===== src/rtl/hd44780_pkg.sv =====
// Shared HD44780 timing defaults, read-engine FSM states and RS codes.
// Used by the read/write bus-cycle engines and the LCD controller.
package hd44780_pkg;

    localparam int CLK_PERIOD_PS    = 83333;
    localparam int T_AS_CYC_DEF     = 1;   // RS/RW setup to E rise (>= 40 ns)
    localparam int T_PW_CYC_DEF     = 6;   // E high width (500 ns)
    localparam int T_SAMPLE_CYC_DEF = 4;   // E-high cycle whose closing edge captures DB
    localparam int T_DDR_CYC_DEF    = 2;   // data delay after E rise (160 ns)
    localparam int T_REC_CYC_DEF    = 6;   // E low recovery, RS/RW held
    localparam int T_CYCE_CYC_DEF   = 12;  // full enable cycle (1000 ns)

    localparam logic RS_INSTR = 1'b0;
    localparam logic RS_DATA  = 1'b1;

    typedef enum logic [1:0] {
        RD_IDLE,
        RD_SETUP,
        RD_E_HIGH,
        RD_E_LOW
    } rd_state_e;

    function automatic int cnt_width(input int max_val);
        return (max_val < 2) ? 1 : $clog2(max_val);
    endfunction

endpackage


===== src/rtl/hd44780_cycle_timer.sv =====
// Loadable down-counter; o_expire marks the last cycle of the loaded phase.
module hd44780_cycle_timer #(
    parameter int WIDTH = 3
) (
    input  logic             i_clk,
    input  logic             i_reset_n,
    input  logic             i_load,
    input  logic [WIDTH-1:0] i_load_val,
    output logic [WIDTH-1:0] o_count,
    output logic             o_expire
);

    logic [WIDTH-1:0] count_q;
    logic [WIDTH-1:0] count_d;

    always_comb begin
        count_d = count_q;
        if (i_load) begin
            count_d = i_load_val;
        end else if (count_q != '0) begin
            count_d = count_q - 1'b1;
        end
    end

    always_ff @(posedge i_clk or negedge i_reset_n) begin
        if (!i_reset_n) begin
            count_q <= '0;
        end else begin
            count_q <= count_d;
        end
    end

    assign o_count  = count_q;
    assign o_expire = (count_q == '0);

endmodule


===== src/rtl/hd44780_read_operation.sv =====
// HD44780 read bus-cycle engine: RS/RW/E sequencing and DB capture.
// Define HD44780_NIBBLE_MODE_EN for two 4-bit E pulses per read.
module hd44780_read_operation
    import hd44780_pkg::*;
#(
    parameter int T_AS_CYC     = T_AS_CYC_DEF,
    parameter int T_PW_CYC     = T_PW_CYC_DEF,
    parameter int T_SAMPLE_CYC = T_SAMPLE_CYC_DEF,
    parameter int T_REC_CYC    = T_REC_CYC_DEF
) (
    input  logic       i_clk,
    input  logic       i_reset_n,
    input  logic       i_start,
    input  logic       i_rs,
    input  logic [7:0] i_lcd_db,
    output logic       o_busy,
    output logic       o_valid,
    output logic [7:0] o_data,
    output logic       o_bf,
    output logic [6:0] o_ac,
    output logic       o_lcd_rs,
    output logic       o_lcd_rw,
    output logic       o_lcd_e
);

    localparam int MAX_AP  = (T_AS_CYC > T_PW_CYC) ? T_AS_CYC : T_PW_CYC;
    localparam int MAX_CYC = (MAX_AP > T_REC_CYC) ? MAX_AP : T_REC_CYC;
    localparam int CNT_W   = cnt_width(MAX_CYC);
    localparam logic [CNT_W-1:0] SAMPLE_CNT = CNT_W'(T_PW_CYC - T_SAMPLE_CYC);

    rd_state_e        state_q, state_d;
    logic             rs_q, rs_d;
    logic [7:0]       data_q, data_d;
    logic             valid_q, valid_d;
    logic             tmr_load;
    logic [CNT_W-1:0] tmr_load_val;
    logic [CNT_W-1:0] tmr_count;
    logic             tmr_expire;
`ifdef HD44780_NIBBLE_MODE_EN
    logic             second_q, second_d;
    logic             unused_db_lo;
    assign unused_db_lo = ^i_lcd_db[3:0];
`endif

    hd44780_cycle_timer #(
        .WIDTH(CNT_W)
    ) u_timer (
        .i_clk     (i_clk),
        .i_reset_n (i_reset_n),
        .i_load    (tmr_load),
        .i_load_val(tmr_load_val),
        .o_count   (tmr_count),
        .o_expire  (tmr_expire)
    );

    always_comb begin
        state_d      = state_q;
        rs_d         = rs_q;
        data_d       = data_q;
        valid_d      = 1'b0;
        tmr_load     = 1'b0;
        tmr_load_val = '0;
`ifdef HD44780_NIBBLE_MODE_EN
        second_d     = second_q;
`endif
        case (state_q)
            RD_IDLE: begin
                if (i_start) begin
                    state_d      = RD_SETUP;
                    rs_d         = i_rs;
                    tmr_load     = 1'b1;
                    tmr_load_val = CNT_W'(T_AS_CYC - 1);
`ifdef HD44780_NIBBLE_MODE_EN
                    second_d     = 1'b0;
`endif
                end
            end
            RD_SETUP: begin
                if (tmr_expire) begin
                    state_d      = RD_E_HIGH;
                    tmr_load     = 1'b1;
                    tmr_load_val = CNT_W'(T_PW_CYC - 1);
                end
            end
            RD_E_HIGH: begin
                if (tmr_count == SAMPLE_CNT) begin
`ifdef HD44780_NIBBLE_MODE_EN
                    if (second_q) data_d[3:0] = i_lcd_db[7:4];
                    else          data_d[7:4] = i_lcd_db[7:4];
`else
                    data_d = i_lcd_db;
`endif
                end
                if (tmr_expire) begin
                    state_d      = RD_E_LOW;
                    tmr_load     = 1'b1;
                    tmr_load_val = CNT_W'(T_REC_CYC - 1);
                end
            end
            RD_E_LOW: begin
                if (tmr_expire) begin
`ifdef HD44780_NIBBLE_MODE_EN
                    // Low nibble follows directly; RS/RW stay asserted, no new setup.
                    if (!second_q) begin
                        state_d      = RD_E_HIGH;
                        second_d     = 1'b1;
                        tmr_load     = 1'b1;
                        tmr_load_val = CNT_W'(T_PW_CYC - 1);
                    end else begin
                        state_d = RD_IDLE;
                        valid_d = 1'b1;
                    end
`else
                    state_d = RD_IDLE;
                    valid_d = 1'b1;
`endif
                end
            end
            default: state_d = RD_IDLE;
        endcase
    end

    always_ff @(posedge i_clk or negedge i_reset_n) begin
        if (!i_reset_n) begin
            state_q  <= RD_IDLE;
            rs_q     <= RS_INSTR;
            data_q   <= '0;
            valid_q  <= 1'b0;
`ifdef HD44780_NIBBLE_MODE_EN
            second_q <= 1'b0;
`endif
        end else begin
            state_q  <= state_d;
            rs_q     <= rs_d;
            data_q   <= data_d;
            valid_q  <= valid_d;
`ifdef HD44780_NIBBLE_MODE_EN
            second_q <= second_d;
`endif
        end
    end

    assign o_busy   = (state_q != RD_IDLE);
    assign o_lcd_rw = o_busy;
    assign o_lcd_rs = o_busy & rs_q;
    assign o_lcd_e  = (state_q == RD_E_HIGH);
    assign o_valid  = valid_q;
    assign o_data   = data_q;
    assign o_bf     = data_q[7];
    assign o_ac     = data_q[6:0];

endmodule


===== config.mk =====
export PLATFORM = sky130hd
export DESIGN_NAME = hd44780_read_operation
export DESIGN_NICKNAME = d
export VERILOG_FILES = /design/src/rtl/hd44780_pkg.sv /design/src/rtl/hd44780_cycle_timer.sv /design/src/rtl/hd44780_read_operation.sv
export SDC_FILE = /design/constraint.sdc
export NUM_CORES = 1
export LEC_CHECK = 0
export CAP_MARGIN = 20
export CORE_ASPECT_RATIO = 1.1
export CORE_MARGIN = 8
export CORE_UTILIZATION = 46
export DETAILED_ROUTE_END_ITERATION = 10
export GPL_TIMING_DRIVEN = 0
export PLACE_DENSITY_LB_ADDON = 0.25
export SKIP_LAST_GASP = 1
export SLEW_MARGIN = 20
export SYNTH_ARGS = -nofsm -noshare
export SYNTH_HDL_FRONTEND = slang
export SYNTH_SLANG_ARGS = --single-unit

===== constraint.sdc =====
create_clock -name i_clk -period 3.9 [get_ports i_clk]
set_input_delay 0.39 -clock i_clk [delete_from_list [all_inputs] [get_ports i_clk]]
set_output_delay 0.39 -clock i_clk [all_outputs]
set_load 0.005 [all_outputs]

==> summary.md <==
Setup path
* **count of cells along the worst register-to-register path** 5
* **required arrival time at the worst endpoint** 3.51 ns
* **Slowest-stage cell, CP** sky130_fd_sc_hd__clkdlybuf4s50_1
* **worst setup path class** reg2out
* **delay of the slowest cell on the worst path** 0.49 ns
* **critical path cell sequence** inv_1, ha_1, inv_1, buf_4, clkdlybuf4s50_1
* **critical register-to-register path endpoint** state_q[1]
* **sort of element at the start of the critical path** flip-flop
* **Reg2Reg Launch Point** state_q[0]
* **kind of end point of the critical path** output pin
* **Worst EP arrival** 1.78 ns
* **largest driver fanout on the critical path** 4
* **register-to-register path setup slack** 2.32 ns
* **most used cell along the critical path** sky130_fd_sc_hd__inv_1

Pwr
* **combinational share of power** 0.627
* **proportion of total power due to net switching** 0.332
* **internal power of the cells** 0.695 mW
* **power share of the clock group** 0.089
* **power dissipated by switching net loads** 0.345 mW
* **Max VDD drop** 0.439 mV
* **areal power density over the cells** 848 nW/um2
* **static leakage power** 0.582 nW
* **sequential power share** 0.284

Clock tree
* **CTS buffer count** 3
* **clock tree buffer depth** 2
* **worst-skew pair later-pin latency** 0.30 ns
* **clock tree from TritonCTS** yes
* **number of buffers inserted by hold repair at cts** 0
* **H-tree levels** 1
* **buffer type at the clock tree root** sky130_fd_sc_hd__clkbuf_4
* **TritonCTS sink count** 15
* **clock-pin slew on the worst setup and hold paths** 0.10 ns
* **Setup Buffers After CTS** 0
* **number of cells upsized or downsized after cts** 0

Logic synthesis
* **portion of the post-synthesis area used by sequential elements** 0.439
* **instance count of the mapped netlist** 69
* **Synth warnings** 0
* **synthesized cell area** 856 um2
* **number of distinct library cell variants in the gate-level netlist after synthesis** 25
* **Post-Syn Nets** 90
* **register bit count reported by yosys** 15
* **syn avg cell area** 12.4 um2

Drt
* **First-pass DRT Iterations** 4
* **Detailed Route Iter0 Violations** 4
* **Antenna Nets Post-Route** 0
* **number of vias per cell after detailed routing** 4.92
* **Total Routed Length** 1810 um
* **routed wire length per instance** 14.7 um
* **detailed-route via count** 605
* **DRC violation count after routing** 0

STA
* **slew at the pin with the worst max-slew slack** 0.649 ns
* **relative slew slack** 0.566
* **maximum clock frequency** 460 MHz
* **final setup fails** 0
* **final number of max-transition violations** 0
* **setup repair after global routing missed its margin** no
* **Min Clock Period, post-route** 2.17 ns
* **maximum clock skew at final layout** 0.00824 ns
* **setup total negative slack** 0 ns
* **crit path setup slack, layout** 1.73 ns
* **final cycle utilization of the critical path** 0.557
* **final count of hold timing violations** 0

Placement
* **DP Cell Count** 119
* **routability-driven placement congestion ratio** 0.766
* **sum of net half-perimeters after detailed placement** 1420 um
* **DP Worst Slack** 2.05 ns
* **input/output buffers** 32

Floorplan
* **Core Rows** 16
* **die boundary height** 61.2 um
* **Initial Utilization** 0.486
* **Die Outline Area** 3500 um2
* **placeable core region** 1760 um2
* **x dimension of the die** 57.1 um
* **number of ports placed on the die boundary** 33

Outcome
* **result of the run** completed

Finish
* **flip-flop and latch area** 375 um2
* **most used cells in the layout excluding fill and tap cells** sky130_fd_sc_hd__clkdlybuf4s50_1, sky130_fd_sc_hd__dfrtp_1, sky130_fd_sc_hd__mux2_2, sky130_fd_sc_hd__ha_1, sky130_fd_sc_hd__buf_4
* **number of fill cells** 148
* **most common cell after layout, fill and taps aside** sky130_fd_sc_hd__clkdlybuf4s50_1
* **# nets final** 127
* **proportion of layout cells with a drive suffix above 1** 0.276
* **multi-input logic area** 390 um2
* **final standard cell count with taps included and fillers excluded** 123
* **area overhead of the layout relative to synthesis** 43.3%
* **antenna fix cells** 0

Global routing
* **initial antenna violation count** 0
* **wire length of the first global-routing pass** 3120 um
* **GRT Residual Overflow** 0
* **maximum number of pins on one net before global-route repair** 16
* **number of global-route vias before repair** 669
* **total global routing track utilization** 0.115

Flow run
* **Max-cap violations** 0

Min path
* **worst min path class** in2async

## flip-flops by register name, summed over array words and instances, names as in the netlist
name	count
o_valid	1
o_data	8
state_q	2
rs_q	1
u_timer.o_count	3
## cells by family (layout without fill, tap and decap cells)
| kind of cell | after synthesis | count (layout) | synth area share |
|---|---|---|---|
| DFF | 15 | 15 | 0.439 |
| buffers and inverters | 15 | 51 | 0.105 |
| and+or+nand+nor | 13 | 13 | 0.120 |
| muxes | 11 | 11 | 0.148 |
| adders and majority gates | 9 | 9 | 0.132 |
| AOI/OAI and AO/OA | 5 | 5 | 0.0468 |
| xor gates and xnor gates | 1 | 1 | 0.0102 |
## synthesized netlist by cell type
| master | instances | area share |
|---|---|---|
| sky130_fd_sc_hd__nand3_1 | 1 | 0.0058 |
| sky130_fd_sc_hd__o22ai_2 | 1 | 0.015 |
| sky130_fd_sc_hd__nand2_1 | 1 | 0.0044 |
| sky130_fd_sc_hd__a21oi_1 | 1 | 0.0058 |
| sky130_fd_sc_hd__mux2_2 | 9 | 0.12 |
| sky130_fd_sc_hd__and3b_1 | 1 | 0.010 |
| sky130_fd_sc_hd__xnor2_1 | 1 | 0.010 |
| sky130_fd_sc_hd__mux2_4 | 1 | 0.018 |
| sky130_fd_sc_hd__nor2_1 | 2 | 0.0088 |
| sky130_fd_sc_hd__o21ai_0 | 1 | 0.0058 |
| sky130_fd_sc_hd__and2_2 | 1 | 0.0088 |
| sky130_fd_sc_hd__nor3_2 | 1 | 0.012 |
| sky130_fd_sc_hd__inv_1 | 6 | 0.026 |
| sky130_fd_sc_hd__buf_4 | 9 | 0.079 |
| sky130_fd_sc_hd__nor2b_4 | 1 | 0.016 |
| sky130_fd_sc_hd__nand2b_1 | 1 | 0.0073 |
| sky130_fd_sc_hd__nor3b_1 | 1 | 0.0088 |
| sky130_fd_sc_hd__nand3b_4 | 1 | 0.023 |
| sky130_fd_sc_hd__o32ai_1 | 1 | 0.010 |
| sky130_fd_sc_hd__or2_2 | 1 | 0.0073 |
| sky130_fd_sc_hd__nor2b_1 | 1 | 0.0073 |
| sky130_fd_sc_hd__dfrtp_1 | 15 | 0.44 |
| sky130_fd_sc_hd__o31a_1 | 1 | 0.010 |
| sky130_fd_sc_hd__mux2i_1 | 1 | 0.012 |
| sky130_fd_sc_hd__ha_1 | 9 | 0.13 |
## power groups by stage
stage	registers (mW)	clock network (mW)	logic, mW
CTS	0.296	0.0956	0.663
floorplan	0.294	0	0.361
detailed placement	0.300	0	0.657
global placement	0.293	0	0.638
finish	0.295	0.0925	0.652
global route	0.308	0.102	0.721
## worst max path at each step
stage                    start         end  slack, ns
floorplan           state_q[0]  state_q[1]       2.47
global placement    state_q[0]    o_lcd_rw       2.04
detailed placement  state_q[0]    o_lcd_rw       2.05
CTS                 state_q[0]    o_lcd_rw       1.71
global route        state_q[0]    o_lcd_rw       1.62
finish              state_q[0]    o_lcd_rw       1.73
## routing by layer
metal	routed length (um)	global-route usage	part of all wire	vias to the layer above
li1	-	-	-	295
met2	870	0.189	0.48	28
met1	721	0.124	0.40	277
met3	181	0.0515	0.10	5
met4	38	0.0604	0.021	0
met5	0	0	0	-
## final cells by class
cell class              instances  share of cell area
multi-input cells              39               0.318
clock inverters                 1             0.00408
plain buffers                   9              0.0551
well taps                      18              0.0184
flip-flops and latches         15               0.306
repair buffers                 32               0.261
clock buffers                   3              0.0184
inverters                       6              0.0184
## worst max-delay path, delay by kind of cell, from the launching register on
kind | cells | cell delay, ns
adder cells (fa/ha/maj) | 1 | 0.25
flip-flops | 1 | 0.41
buffers and inverters | 4 | 0.83
## through the flow
stage,cell area [um2],utilization,power (mW),hold WS (ns)
floorplan,856,-,0.656,0.0944
global placement,1200,0.680,0.931,0.479
detailed placement,1200,0.680,0.956,0.486
CTS,1230,0.696,1.05,0.507
global route,1230,0.696,1.13,0.519
finish,1230,0.696,1.04,0.482
Power figures use the tool's default switching activity.
